### src/rtl/alu_uart_ctrl_if.sv
// Handshake bundle between the UART byte stream, the ALU and the frame controller.
// The controller takes the slave side; the UART/ALU environment drives the master side.
interface alu_uart_ctrl_if #(
    parameter int NB_DATA = 8,
    parameter int NB_OP   = 6
) ();
    logic [NB_DATA-1:0] i_rx_data;
    logic               i_rx_done;
    logic [NB_DATA-1:0] i_alu_result;
    logic               i_tx_done;
    logic [NB_DATA-1:0] o_data_a;
    logic [NB_DATA-1:0] o_data_b;
    logic [NB_OP-1:0]   o_operation;
    logic [NB_DATA-1:0] o_tx_data;
    logic               o_tx_start;
    logic               o_busy;
    logic               o_error;

    modport slave (
        input  i_rx_data, i_rx_done, i_alu_result, i_tx_done,
        output o_data_a, o_data_b, o_operation, o_tx_data, o_tx_start, o_busy, o_error
    );

    modport master (
        output i_rx_data, i_rx_done, i_alu_result, i_tx_done,
        input  o_data_a, o_data_b, o_operation, o_tx_data, o_tx_start, o_busy, o_error
    );
endinterface

### src/rtl/alu_uart_ctrl.sv
// Collects operand A, operand B and opcode bytes from the UART receiver, holds them as
// stable ALU inputs, and hands the captured ALU result to the UART transmitter.
module alu_uart_ctrl #(
    parameter int NB_DATA     = 8,
    parameter int NB_OP       = 6,
    parameter int TIMEOUT_CYC = 1000000
) (
    input  logic              i_clock,
    input  logic              i_reset,
    alu_uart_ctrl_if.slave    bus
);
    localparam int CW = (TIMEOUT_CYC > 0) ? $clog2(TIMEOUT_CYC + 1) : 1;
    localparam logic [CW-1:0] TIMEOUT_LAST = CW'(TIMEOUT_CYC - 1);
    localparam logic [CW-1:0] CNT_MAX      = '1;

    typedef enum logic [2:0] {
        S_WAIT_A,
        S_WAIT_B,
        S_WAIT_OP,
        S_EXEC,
        S_TX_WAIT
    } state_t;

    state_t             state, state_next;
    logic [CW-1:0]      cnt, cnt_next;
    logic [NB_DATA-1:0] data_a, data_a_next;
    logic [NB_DATA-1:0] data_b, data_b_next;
    logic [NB_OP-1:0]   operation, operation_next;
    logic [NB_DATA-1:0] tx_data, tx_data_next;
    logic               tx_start, tx_start_next;
    logic               error, error_next;

    always_ff @(posedge i_clock) begin
        if (!i_reset) begin
            state     <= S_WAIT_A;
            cnt       <= '0;
            data_a    <= '0;
            data_b    <= '0;
            operation <= '0;
            tx_data   <= '0;
            tx_start  <= 1'b0;
            error     <= 1'b0;
        end else begin
            state     <= state_next;
            cnt       <= cnt_next;
            data_a    <= data_a_next;
            data_b    <= data_b_next;
            operation <= operation_next;
            tx_data   <= tx_data_next;
            tx_start  <= tx_start_next;
            error     <= error_next;
        end
    end

    always_comb begin
        state_next     = state;
        cnt_next       = '0;
        data_a_next    = data_a;
        data_b_next    = data_b;
        operation_next = operation;
        tx_data_next   = tx_data;
        tx_start_next  = 1'b0;
        error_next     = 1'b0;

        case (state)
            S_WAIT_A: begin
                if (bus.i_rx_done) begin
                    data_a_next = bus.i_rx_data;
                    state_next  = S_WAIT_B;
                end
            end
            S_WAIT_B, S_WAIT_OP: begin
                // An arriving byte beats a timeout that would fire on the same edge.
                if (bus.i_rx_done) begin
                    if (state == S_WAIT_B) begin
                        data_b_next = bus.i_rx_data;
                        state_next  = S_WAIT_OP;
                    end else begin
                        operation_next = bus.i_rx_data[NB_OP-1:0];
                        state_next     = S_EXEC;
                    end
                end else if (TIMEOUT_CYC != 0 && cnt == TIMEOUT_LAST) begin
                    state_next = S_WAIT_A;
                    error_next = 1'b1;
                end else if (cnt != CNT_MAX) begin
                    cnt_next = cnt + CW'(1);
                end else begin
                    cnt_next = cnt;
                end
            end
            S_EXEC: begin
                tx_data_next  = bus.i_alu_result;
                tx_start_next = 1'b1;
                error_next    = bus.i_rx_done;
                state_next    = S_TX_WAIT;
            end
            S_TX_WAIT: begin
                error_next = bus.i_rx_done;
                if (bus.i_tx_done) begin
                    state_next = S_WAIT_A;
                end
            end
            default: begin
                state_next = S_WAIT_A;
            end
        endcase
    end

    assign bus.o_data_a    = data_a;
    assign bus.o_data_b    = data_b;
    assign bus.o_operation = operation;
    assign bus.o_tx_data   = tx_data;
    assign bus.o_tx_start  = tx_start;
    assign bus.o_error     = error;
    assign bus.o_busy      = (state == S_EXEC) || (state == S_TX_WAIT);
endmodule
### src/flat_wrapper.sv
// flat-port wrapper written by rule: the top's interface ports become plain ports
module alu_uart_ctrl_flat 
#(
    parameter int NB_DATA     = 8,
    parameter int NB_OP       = 6,
    parameter int TIMEOUT_CYC = 1000000
)
  (i_clock, i_reset, bus_i_rx_data, bus_i_rx_done, bus_i_alu_result, bus_i_tx_done, bus_o_data_a, bus_o_data_b, bus_o_operation, bus_o_tx_data, bus_o_tx_start, bus_o_busy, bus_o_error);
  alu_uart_ctrl_if #(.NB_DATA(NB_DATA), .NB_OP(NB_OP)) bus_i ();
  input  logic i_clock;
  input  logic i_reset;
  input wire logic [$bits(bus_i.i_rx_data)-1:0] bus_i_rx_data;
  input wire logic [$bits(bus_i.i_rx_done)-1:0] bus_i_rx_done;
  input wire logic [$bits(bus_i.i_alu_result)-1:0] bus_i_alu_result;
  input wire logic [$bits(bus_i.i_tx_done)-1:0] bus_i_tx_done;
  output wire logic [$bits(bus_i.o_data_a)-1:0] bus_o_data_a;
  output wire logic [$bits(bus_i.o_data_b)-1:0] bus_o_data_b;
  output wire logic [$bits(bus_i.o_operation)-1:0] bus_o_operation;
  output wire logic [$bits(bus_i.o_tx_data)-1:0] bus_o_tx_data;
  output wire logic [$bits(bus_i.o_tx_start)-1:0] bus_o_tx_start;
  output wire logic [$bits(bus_i.o_busy)-1:0] bus_o_busy;
  output wire logic [$bits(bus_i.o_error)-1:0] bus_o_error;
  assign bus_i.i_rx_data = bus_i_rx_data;
  assign bus_i.i_rx_done = bus_i_rx_done;
  assign bus_i.i_alu_result = bus_i_alu_result;
  assign bus_i.i_tx_done = bus_i_tx_done;
  assign bus_o_data_a = bus_i.o_data_a;
  assign bus_o_data_b = bus_i.o_data_b;
  assign bus_o_operation = bus_i.o_operation;
  assign bus_o_tx_data = bus_i.o_tx_data;
  assign bus_o_tx_start = bus_i.o_tx_start;
  assign bus_o_busy = bus_i.o_busy;
  assign bus_o_error = bus_i.o_error;
  alu_uart_ctrl #(.NB_DATA(NB_DATA), .NB_OP(NB_OP), .TIMEOUT_CYC(TIMEOUT_CYC)) u_core (.i_clock(i_clock), .i_reset(i_reset), .bus(bus_i));
endmodule
### config.mk
export PLATFORM = sky130hd
export DESIGN_NAME = alu_uart_ctrl_flat
export DESIGN_NICKNAME = d
export VERILOG_FILES = /design/src/rtl/alu_uart_ctrl_if.sv /design/src/rtl/alu_uart_ctrl.sv /design/src/flat_wrapper.sv
export SDC_FILE = /design/constraint.sdc
export NUM_CORES = 1
export LEC_CHECK = 0
export ABC_AREA = 1
export BUFFER_PORTS_ARGS = -buffer_cell sky130_fd_sc_hd__buf_2
export CORE_UTILIZATION = 45
export DETAILED_ROUTE_END_ITERATION = 10
export PLACE_DENSITY = 0.75
export REMOVE_ABC_BUFFERS = 1
export SLEW_MARGIN = 20
export SYNTH_ARGS = -nofsm -noshare
export SYNTH_HDL_FRONTEND = slang
export SYNTH_SLANG_ARGS = --single-unit
### constraint.sdc
create_clock -name i_clock -period 2.84 [get_ports i_clock]
set_clock_uncertainty 0.1 [all_clocks]
set_input_delay 0.568 -clock i_clock [delete_from_list [all_inputs] [get_ports i_clock]]
set_output_delay 0.568 -clock i_clock [all_outputs]
set_load 0.05 [all_outputs]
======== Word-level counts from Yosys, hierarchy flattened ========
Cells that the tools add are included.
storage, ports and cells
  latch bits .............................. 0
  logic and storage cells ................. 40
  memories ................................ 0
  bits in registers ....................... 55
  input port bits ......................... 20
  bits in writable memories ............... 0
  ROM bits ................................ 0
operators by class
  divide/modulo/power cells ............... 0
  reductions and logical operators ........ 9
  magnitude comparators ................... 0
  multiplexer cells ....................... 10
  eq/ne operators ......................... 9
  $mul .................................... 0
  bitwise logic cells ..................... 3
  add/subtract/negate cells ............... 1
  shift-type cells ........................ 0
operator list
  operator                                        number
  adder 20 x 1 -> 20 bit (second input constant)  1
  == test 20 bit (second input constant)          1
  != test 20 bit (second input constant)          1
  2-to-1 mux 3 bit                                4
  case mux 3 bit (4 select lines)                 1
  AND reduction 3 bit                             3
  == test 3 x 2 -> 1 bit (second input constant)  2
  2-to-1 mux 1 bit                                4
  != test 2 bit (second input constant)           2
  OR reduction 2 bit                              2
  OR reduction 4 bit                              1
  == test 3 x 1 -> 1 bit (second input constant)  1
  == test 3 bit (second input constant)           1
  zero test 3 bit                                 1
  != test 3 x 2 -> 1 bit (second input constant)  1
  NOT 1 bit                                       3
  case mux 1 bit (2 select lines)                 1
  AND reduction 2 bit                             1
  logical OR 1 bit                                1

======== Depth between registers and ports, before layout ========
Gate-level depths: netlist of run 1.
  depth after elaboration ................. 4
  mapped depth ............................ 9
  mapped depth without buffers ............ 9

======== Worst setup path before layout of run 1 ========
Ideal clock, no wire load.
  kind .................................... register to output
  start point ............................. reg u_core.state[0]
  end point ............................... out bus_o_busy
  path buffers ............................ 0
  arrival ................................. 1.680 ns
  setup slack ............................. 0.492 ns
  cell stages (with the launch flop) ...... 4
  required time ........................... 2.172 ns
  cells stage by stage .................... dfxtp_1 -> nor2_2 -> inv_2 -> o21ai_0
on the way
  word-level cells in the longest chain between the ends .. 2
  elaborated cells on any way between the ends .. 3
  those cells by class .................... eq/ne: 2; reduce/logical: 1
RTL lines
  element                                                  line                  RTL
  start: declaration                                       alu_uart_ctrl.sv:24   state_t state, state_next;
  start signal: assignment                                 alu_uart_ctrl.sv:44   state <= state_next;
  == test 3 x 2 -> 1 bit or == test 3 bit (tied branches)  alu_uart_ctrl.sv:115  assign bus.o_busy = (state == S_EXEC) || (state == S_TX_WAIT);
  logical OR 1 bit (*)                                     alu_uart_ctrl.sv:115
  end: declaration                                         flat_wrapper.sv:21    output wire logic [$bits(bus_i.o_busy)-1:0] bus_o_busy;
Every way passes the cells marked *; elsewhere a longest branch is shown, timed or not.

======== Worst setup path after layout of run 1 ========
  start point ............................. reg u_core.state[1]
  end point ............................... out bus_o_busy
Same word-level chain as after synthesis.

==> results.ini, run 1 <==
[status]
outcome = completed

[critical_path]
worstPathArrival_ns = 1.78
crit_slowest_cell = dfxtp_1
path_max_fanout = 11
endpoint_kind = output port
critPathKind = flop to output port
critPathMaxStageDelay_ns = 0.41
worstPathCellList = nand2_1 > nor2_2 > inv_1 > o21ai_0 > buf_2
reg2reg_depth = 9
worstSetupStartpointType = flop
required_ns = 2.17

[die]
die_area_mm2 = 0.00599
start_util = 0.465
die_h_um = 77.4
core_mm2 = 0.00551
die_w_um = 77.4
row_count = 27
io_pins = 53

[global_route]
grt-ovfl-total = 0
antenna_found_initial = 0
grt_usage = 0.189
grt_max_degree = 33
grt_pass1_vias = 2040
grt_first_pass_wirelength_um = 9090

[cells_and_area]
layout_common_cells = dfxtp_1, nand2_1, nor2_1
antenna_cells = 0
syn2layout_area_growth_pct = 15.1
final_common_cell = dfxtp_1
fill_cells = 549
layout.cells.non_filler = 465
multi_input_area_mm2 = 0.00122
drive_gt1_frac = 0.239
fin_nets = 413
ff_latch_area_mm2 = 0.00110

[timing]
fin_setup_tns_ns = 0
hold_violations = 0
setup_viol = 0
post-route-period-util = 0.862
slew_viol_final = 0
fmax_mhz = 409
grt_setup_unrepaired = false
post-route-worst-setup-slack_ns = 0.392
slew_headroom = 0.603
tightest_slew_ns = 0.594
min_period_ns = 2.45

[synthesis]
ys_seq_elements = 55
yosysWarnings = 0
synthCells = 342
synth_area_mm2 = 0.00256
synth_top_area_share = 0.430
synth_top_cell_by_area = dfxtp_1
ys_seq_area_frac = 0.430
netlist_top_cells_area = dfxtp_1, nand2_1, nor2_1, o21ai_0, inv_1
syn_area_per_cell_um2 = 7.49
synth_cell_types = 28

[placed_design]
numPortBuffers = 52
dpl_worst_slack_ns = 0.747
routabilityCongestion = 0.940
dp.cells = 457
dp_hpwl_um = 3810

[clocking]
clock-sinks = 55
holdBufCountCts = 0
clk_pin_slew_ns = 0.10
h-tree-depth = 2
cts_tree = done
clock_latency_ns = 0.31
clk_path_buf_depth = 2
cts_resized = 0
post_cts_buffers = 0
cts_root_buf = clkbuf_8
cts-buffers-inserted = 5

[drt]
viasPerCell = 4.79
drc = 0
vias = 2229
ant_nets = 0
firstDrtPassIters = 4
drt_iter0_drc = 64
routed_wl_um = 5310
wire_per_inst_um = 11.4

[power]
leakage_nw = 1.19
powerDensity_mw_per_mm2 = 620
peakVddDrop_v = 0.000342

[run]
drv_cap = 0

[worst_hold_path]
min_path_type = flop to flop
hold_depth = 2

-- per-stage QoR --
stage               power [mW]  hold slack [ns]  utilization  instance area, um2
finish                    1.83            0.348        0.535                2950
global route              1.93            0.364        0.535                2950
CTS                       1.84            0.349        0.535                2950
detailed placement        1.41            0.334        0.519                2860
global placement          1.40            0.328        0.519                2860
floorplan                 1.29            0.387            -                2510
-- layout make-up --
cell class	instances	area share
well taps	72	0.0306
repair buffers	52	0.0883
flip-flops and latches	55	0.374
multi-input cells	228	0.413
inverters	50	0.0641
clock buffers	6	0.0246
clock inverters	2	0.00552
-- layer usage --
layer	vias to the layer above	GRT usage	part of all wire
met5	-	0	0
met4	0	0.0811	0.0083
met3	4	0.0412	0.034
met2	37	0.303	0.48
met1	983	0.245	0.48
li1	1205	-	-
-- worst paths after layout --
check,from,to,slack [ns]
worst min-delay path,u_core.bus.o_data_a[6]$_SDFFE_PN0P_,u_core.bus.o_data_a[6]$_SDFFE_PN0P_,0.35
worst max-delay path,u_core.state[1]$_SDFFE_PN0P_,bus_o_busy,0.39
worst max register to register,u_core.cnt[0]$_SDFFE_PP0P_,u_core.cnt[1]$_SDFFE_PP0P_,0.76
worst min register to register,u_core.bus.o_data_a[6]$_SDFFE_PN0P_,u_core.bus.o_data_a[6]$_SDFFE_PN0P_,0.35
-- logic make-up (layout without fill, tap and decap cells) --
family | after synthesis | in the layout | synth area share
compound gates | 73 | 73 | 0.180
flops | 55 | 55 | 0.430
buf+inv | 59 | 110 | 0.0943
simple gates | 148 | 148 | 0.270
xor+xnor | 6 | 6 | 0.0205
fa+ha+maj | 1 | 1 | 0.00489
-- registers in the layout (all words and copies together), names as in the netlist --
signal,cells
u_core.bus.o_data_a,8
u_core.bus.o_data_b,8
u_core.bus.o_error,1
u_core.bus.o_operation,6
u_core.bus.o_tx_data,8
u_core.bus.o_tx_start,1
u_core.cnt,20
u_core.state,3
-- power by group --
group	internal [mW]	switching, mW
sequential	0.842	0.0423
clock	0.178	0.257
combinational	0.116	0.390
total	1.14	0.690
-- cells in the mapped netlist, drive strengths merged --
cell type	number
a21oi	29
a31oi	9
buf	5
clkbuf	4
clkinv	1
dfxtp	55
ha	1
inv	49
nand2	56
nand3	18
nand4	8
nor2	58
nor3	3
o21ai	35
or2	5
xnor2	3
xor2	3
-- critical path: cells and delay by family (launching register included) --
kind | cells | cell delay (ns)
compound gates | 1 | 0.15
simple gates | 2 | 0.39
buf+inv | 2 | 0.52
flops | 1 | 0.41
Note: power is estimated with default switching activity, not from simulation.
==> run 2, diff against run 1 <==
- clock period: 2.84 -> 2.7 ns (I/O delays scaled with it)
==> results.ini, run 2 (synthesis gave the netlist of run 1 again) <==
[placed_design]
dp.cells = 457  ; unchanged
numPortBuffers = 52  ; unchanged
dp_hpwl_um = 3790  ; -0.73%
dpl_worst_slack_ns = 0.585  ; -0.162 ns
placed_cell_area_mm2 = 0.00286  ; unchanged
routabilityCongestion = 0.907  ; -3.5%

[cells_and_area]
design_area_mm2 = 0.00295  ; about the same
antenna_cells = 0  ; unchanged
ff_latch_area_mm2 = 0.00110  ; unchanged
syn2layout_area_growth_pct = 15.2  ; about the same
layout_common_cells = dfxtp_1, nand2_1, nor2_1
largest_reg_flops = 20  ; unchanged
fin_nets = 413  ; unchanged
final_common_cell = dfxtp_1
fill_cells = 545  ; -0.73%
drive_gt1_frac = 0.242  ; +0.00254
layout.cells.non_filler = 465  ; unchanged
multi_input_area_mm2 = 0.00122  ; unchanged
regMostFlops = u_core.cnt

[critical_path]
endpoint_kind = output port
worstSetupStartpointType = flop
required_ns = 2.06  ; -0.11 ns
path_max_fanout = 11  ; unchanged
worstPathArrival_ns = 1.83  ; +0.05 ns
critPathKind = flop to output port

[clocking]
clock_latency_ns = 0.31  ; about the same
cts_root_buf = clkbuf_8
holdBufCountCts = 0  ; unchanged
clock-sinks = 55  ; unchanged
clk_pin_slew_ns = 0.10  ; about the same
cts_tree = done
clk_path_buf_depth = 2  ; unchanged
cts-buffers-inserted = 5  ; unchanged
cts_resized = 0  ; unchanged
post_cts_buffers = 0  ; unchanged
h-tree-depth = 2  ; unchanged

[drt]
top_layer = met4
firstDrtPassIters = 6  ; +2
ant_nets = 0  ; unchanged
routed_wl_um = 5110  ; -3.8%
drt_iter0_drc = 103  ; +61%
drc = 0  ; unchanged
met1_length_um = 2470  ; -2.3%
viasPerCell = 4.89  ; +2.1%
wl_met3_um = 232  ; +30%
wl_met2_um = 2360  ; -7.7%
vias = 2275  ; +2.1%
wire_per_inst_um = 11.0  ; -3.8%

[global_route]
grt_usage = 0.182  ; -0.00733
grt_first_pass_wirelength_um = 8780  ; -3.4%
grt_max_degree = 33  ; unchanged
antenna_found_initial = 0  ; unchanged
grt_pass1_vias = 1997  ; -2.1%
grt-ovfl-total = 0  ; unchanged

[status]
outcome = completed

[worst_hold_path]
min_path_type = flop to flop

[timing]
hold_violations = 0  ; unchanged
min_period_ns = 2.47
fmax_mhz = 406
post-route-period-util = 0.913
post-route-worst-setup-slack_ns = 0.234  ; -0.158 ns
fin_setup_tns_ns = 0  ; unchanged
setup_viol = 0  ; unchanged
slew_headroom = 0.615  ; +0.0118
grt_setup_unrepaired = false
slew_viol_final = 0  ; unchanged
tightest_slew_ns = 0.576  ; -0.0177 ns

[power]
leakage_nw = 1.20  ; +0.56%
powerDensity_mw_per_mm2 = 649  ; +4.8%
peakVddDrop_v = 0.000304  ; -11%

[die]
start_util = 0.465  ; unchanged
core_mm2 = 0.00551  ; unchanged
row_count = 27  ; unchanged
io_pins = 53  ; unchanged
die_area_mm2 = 0.00599  ; unchanged
die_w_um = 77.4  ; unchanged
die_h_um = 77.4  ; unchanged

[run]
drv_cap = 0  ; unchanged

==> run 2: metal layers <==
layer / GRT usage / vias up
met4: 0.0642 / 0
met5: 0 / -
met2: 0.292 / 53
li1: - / 1207
met3: 0.0435 / 4
met1: 0.238 / 1011
==> run 2: final cells by class <==
class                   count  area share
repair buffers             52      0.0882
well taps                  72      0.0305
flip-flops and latches     55       0.373
clock buffers               5      0.0233
clock inverters             3     0.00764
inverters                  50      0.0641
multi-input cells         228       0.413
==> run 2: critical path, cell delays in order, from the launching register on <==
cell	delay (ns)
dfxtp_1	0.42
nand2_1	0.14
nor2_2	0.26
inv_1	0.23
o21ai_0	0.16
buf_2	0.31
==> run 2: metrics by stage <==
stage	hold WS, ns	util	total power [mW]
6_report	0.348	0.536	1.92
5_1_grt	0.352	0.536	2.03
4_1_cts	0.349	0.536	1.94
3_5_place_dp	0.334	0.519	1.48
3_3_place_gp	0.328	0.519	1.47
2_1_floorplan	0.387	-	1.35
==> run 2: final timing paths <==
| path | startpoint | to | slack [ns] | cells past startpoint |
|---|---|---|---|---|
| max | u_core.state[1]$_SDFFE_PN0P_ | bus_o_busy | 0.23 | 5 |
| min | u_core.bus.o_operation[3]$_SDFFE_PN0P_ | u_core.bus.o_operation[3]$_SDFFE_PN0P_ | 0.35 | 2 |
| max reg2reg | u_core.cnt[0]$_SDFFE_PP0P_ | u_core.cnt[0]$_SDFFE_PP0P_ | 0.59 | 9 |
| min reg2reg | u_core.bus.o_operation[3]$_SDFFE_PN0P_ | u_core.bus.o_operation[3]$_SDFFE_PN0P_ | 0.35 | 2 |
==> run 2: power breakdown <==
part           switching, mW  internal [mW]
Clock                  0.271          0.186
Sequential            0.0433          0.886
Combinational          0.406          0.122
==> run 3, diff against run 2 <==
- CTS_CLUSTER_DIAMETER: not set -> 150
- PLACE_DENSITY: 0.75 -> 0.68
==> results.ini, run 3 (synthesis gave the netlist of run 1 again) <==
[cells_and_area]
regMostFlops = u_core.cnt
fill_cells = 542  ; -0.55%
syn2layout_area_growth_pct = 16.6
fin_nets = 415  ; +0.48%
drive_gt1_frac = 0.243  ; +0.00131
design_area_mm2 = 0.00298  ; +1.2%
layout_common_cells = dfxtp_1, nand2_1, nor2_1
multi_input_area_mm2 = 0.00122  ; unchanged
antenna_cells = 0  ; unchanged
largest_reg_flops = 20  ; unchanged
ff_latch_area_mm2 = 0.00110  ; unchanged
final_common_cell = dfxtp_1

[power]
power_frac_seq = 0.461  ; -0.024
internal_power_mw = 1.29  ; +8.3%
p_clk_frac = 0.273  ; +0.034
power_mw = 2.01  ; +5.1%
switching_share = 0.358  ; -0.0188
leakage_nw = 1.21  ; +1.4%
p_sw_mw = 0.720  ; -0.16%
powerDensity_mw_per_mm2 = 674  ; +3.9%
power_frac_comb = 0.266  ; -0.010
peakVddDrop_v = 0.000323  ; +6.3%

[drt]
ant_nets = 0  ; unchanged
wire_per_inst_um = 11.1  ; +1.0%
drt_iter0_drc = 73  ; -29%
drc = 0  ; unchanged
routed_wl_um = 5180  ; +1.4%
firstDrtPassIters = 4  ; -2
vias = 2262  ; -0.57%
viasPerCell = 4.84  ; -1.0%

[worst_hold_path]
min_path_type = flop to flop

[die]
io_pins = 53  ; unchanged
die_w_um = 77.4  ; unchanged
die_area_mm2 = 0.00599  ; unchanged
core_mm2 = 0.00551  ; unchanged
die_h_um = 77.4  ; unchanged
start_util = 0.465  ; unchanged
row_count = 27  ; unchanged

[clocking]
clock_latency_ns = 0.31  ; about the same
cts_tree = done
clock-sinks = 55  ; unchanged
h-tree-depth = 2  ; unchanged
cts-buffers-inserted = 5  ; unchanged
post_cts_buffers = 0  ; unchanged
clk_path_buf_depth = 2  ; unchanged
clk_pin_slew_ns = 0.10  ; about the same
holdBufCountCts = 0  ; unchanged
cts_resized = 0  ; unchanged
cts_root_buf = clkbuf_8

[placed_design]
numPortBuffers = 52  ; unchanged
placed_cell_area_mm2 = 0.00287  ; +0.53%
routabilityCongestion = 0.876  ; -3.4%
dp_hpwl_um = 3770  ; -0.53%

[critical_path]
worstPathArrival_ns = 1.83  ; about the same
critPathKind = flop to output port
worstPathCellList = nand2_1 > nor2_2 > inv_1 > o21ai_0 > buf_2
crit_slowest_cell = dfxtp_1
required_ns = 2.06  ; about the same
worstSetupStartpointType = flop
path_max_fanout = 11  ; unchanged
endpoint_kind = output port
critPathMaxStageDelay_ns = 0.41  ; about the same

[global_route]
grt_first_pass_wirelength_um = 8820  ; +0.48%
grt_max_degree = 29  ; -12%
grt_usage = 0.183  ; +0.000594
grt_pass1_vias = 1923  ; -3.7%
antenna_found_initial = 0  ; unchanged
grt-ovfl-total = 0  ; unchanged

[timing]
fin_setup_tns_ns = 0  ; unchanged
slew_headroom = 0.651  ; +0.0364
grt_setup_unrepaired = false
min_period_ns = 2.47  ; +0.00745 ns
post-route-period-util = 0.916  ; +0.00276
hold_violations = 0  ; unchanged
whs_ns = 0.342  ; -0.00602 ns
setup_viol = 0  ; unchanged
fmax_mhz = 404  ; -0.30%
tightest_slew_ns = 0.522  ; -0.0543 ns
slew_viol_final = 0  ; unchanged

[status]
outcome = completed

[run]
drv_cap = 0  ; unchanged

[run 3: changes by cell type in the layout (fill, tap and decap cells not counted), sizes merged]
cell,previous run,this run
clkinv,3,1
buf,52,54
clkbuf,5,6
bufinv,0,1
[run 3: power by group through the flow]
| stage | Sequential [mW] | Clock (mW) | Combinational, mW |
|---|---|---|---|
| after detailed placement | 0.946 | 0 | 0.538 |
| final | 0.927 | 0.550 | 0.535 |
| after floorplan | 1.17 | 0 | 0.185 |
| after CTS | 0.927 | 0.572 | 0.539 |
| after global placement | 0.944 | 0 | 0.533 |
| after global routing | 0.937 | 0.605 | 0.582 |
[run 3: path summary, 6_finish.rpt]
path,slack [ns],to,cells past startpoint,start
max,0.23,bus_o_busy,5,u_core.state[1]$_SDFFE_PN0P_
max reg2reg,0.57,u_core.cnt[1]$_SDFFE_PP0P_,9,u_core.cnt[0]$_SDFFE_PP0P_
min,0.34,u_core.bus.o_data_a[6]$_SDFFE_PN0P_,2,u_core.bus.o_data_a[6]$_SDFFE_PN0P_
min reg2reg,0.34,u_core.bus.o_data_a[6]$_SDFFE_PN0P_,2,u_core.bus.o_data_a[6]$_SDFFE_PN0P_
[run 3: worst max-delay path, delay by kind of cell (launching register included)]
| kind | cells | cell delay [ns] |
|---|---|---|
| AND/OR/NAND/NOR | 2 | 0.41 |
| flip-flops | 1 | 0.41 |
| buffers and inverters | 2 | 0.54 |
| AO/OA/AOI/OAI | 1 | 0.16 |
[run 3: through the flow]
stage,util,std cells,setup slack (ns)
after detailed placement,0.522,459,0.592
after CTS,0.542,467,0.220
final,0.542,467,0.227
after global routing,0.542,467,0.0484
after floorplan,-,333,0.380
after global placement,0.522,459,0.667
[run 3: area by class of cell]
class                           count  share of cell area
Clock buffer                        6              0.0243
Inverter                           50              0.0633
Tap cell                           72              0.0302
Timing Repair Buffer               54              0.0922
Multi-Input combinational cell    228               0.408
Sequential cell                    55               0.369
Clock inverter                      2              0.0130
[run 3: metal layers]
layer / part of all wire / global-route usage / routed length [um]
met5: 0 / 0 / 0
met4: 0.015 / 0.0623 / 77
met3: 0.041 / 0.0471 / 212
met2: 0.43 / 0.274 / 2230
met1: 0.51 / 0.253 / 2660
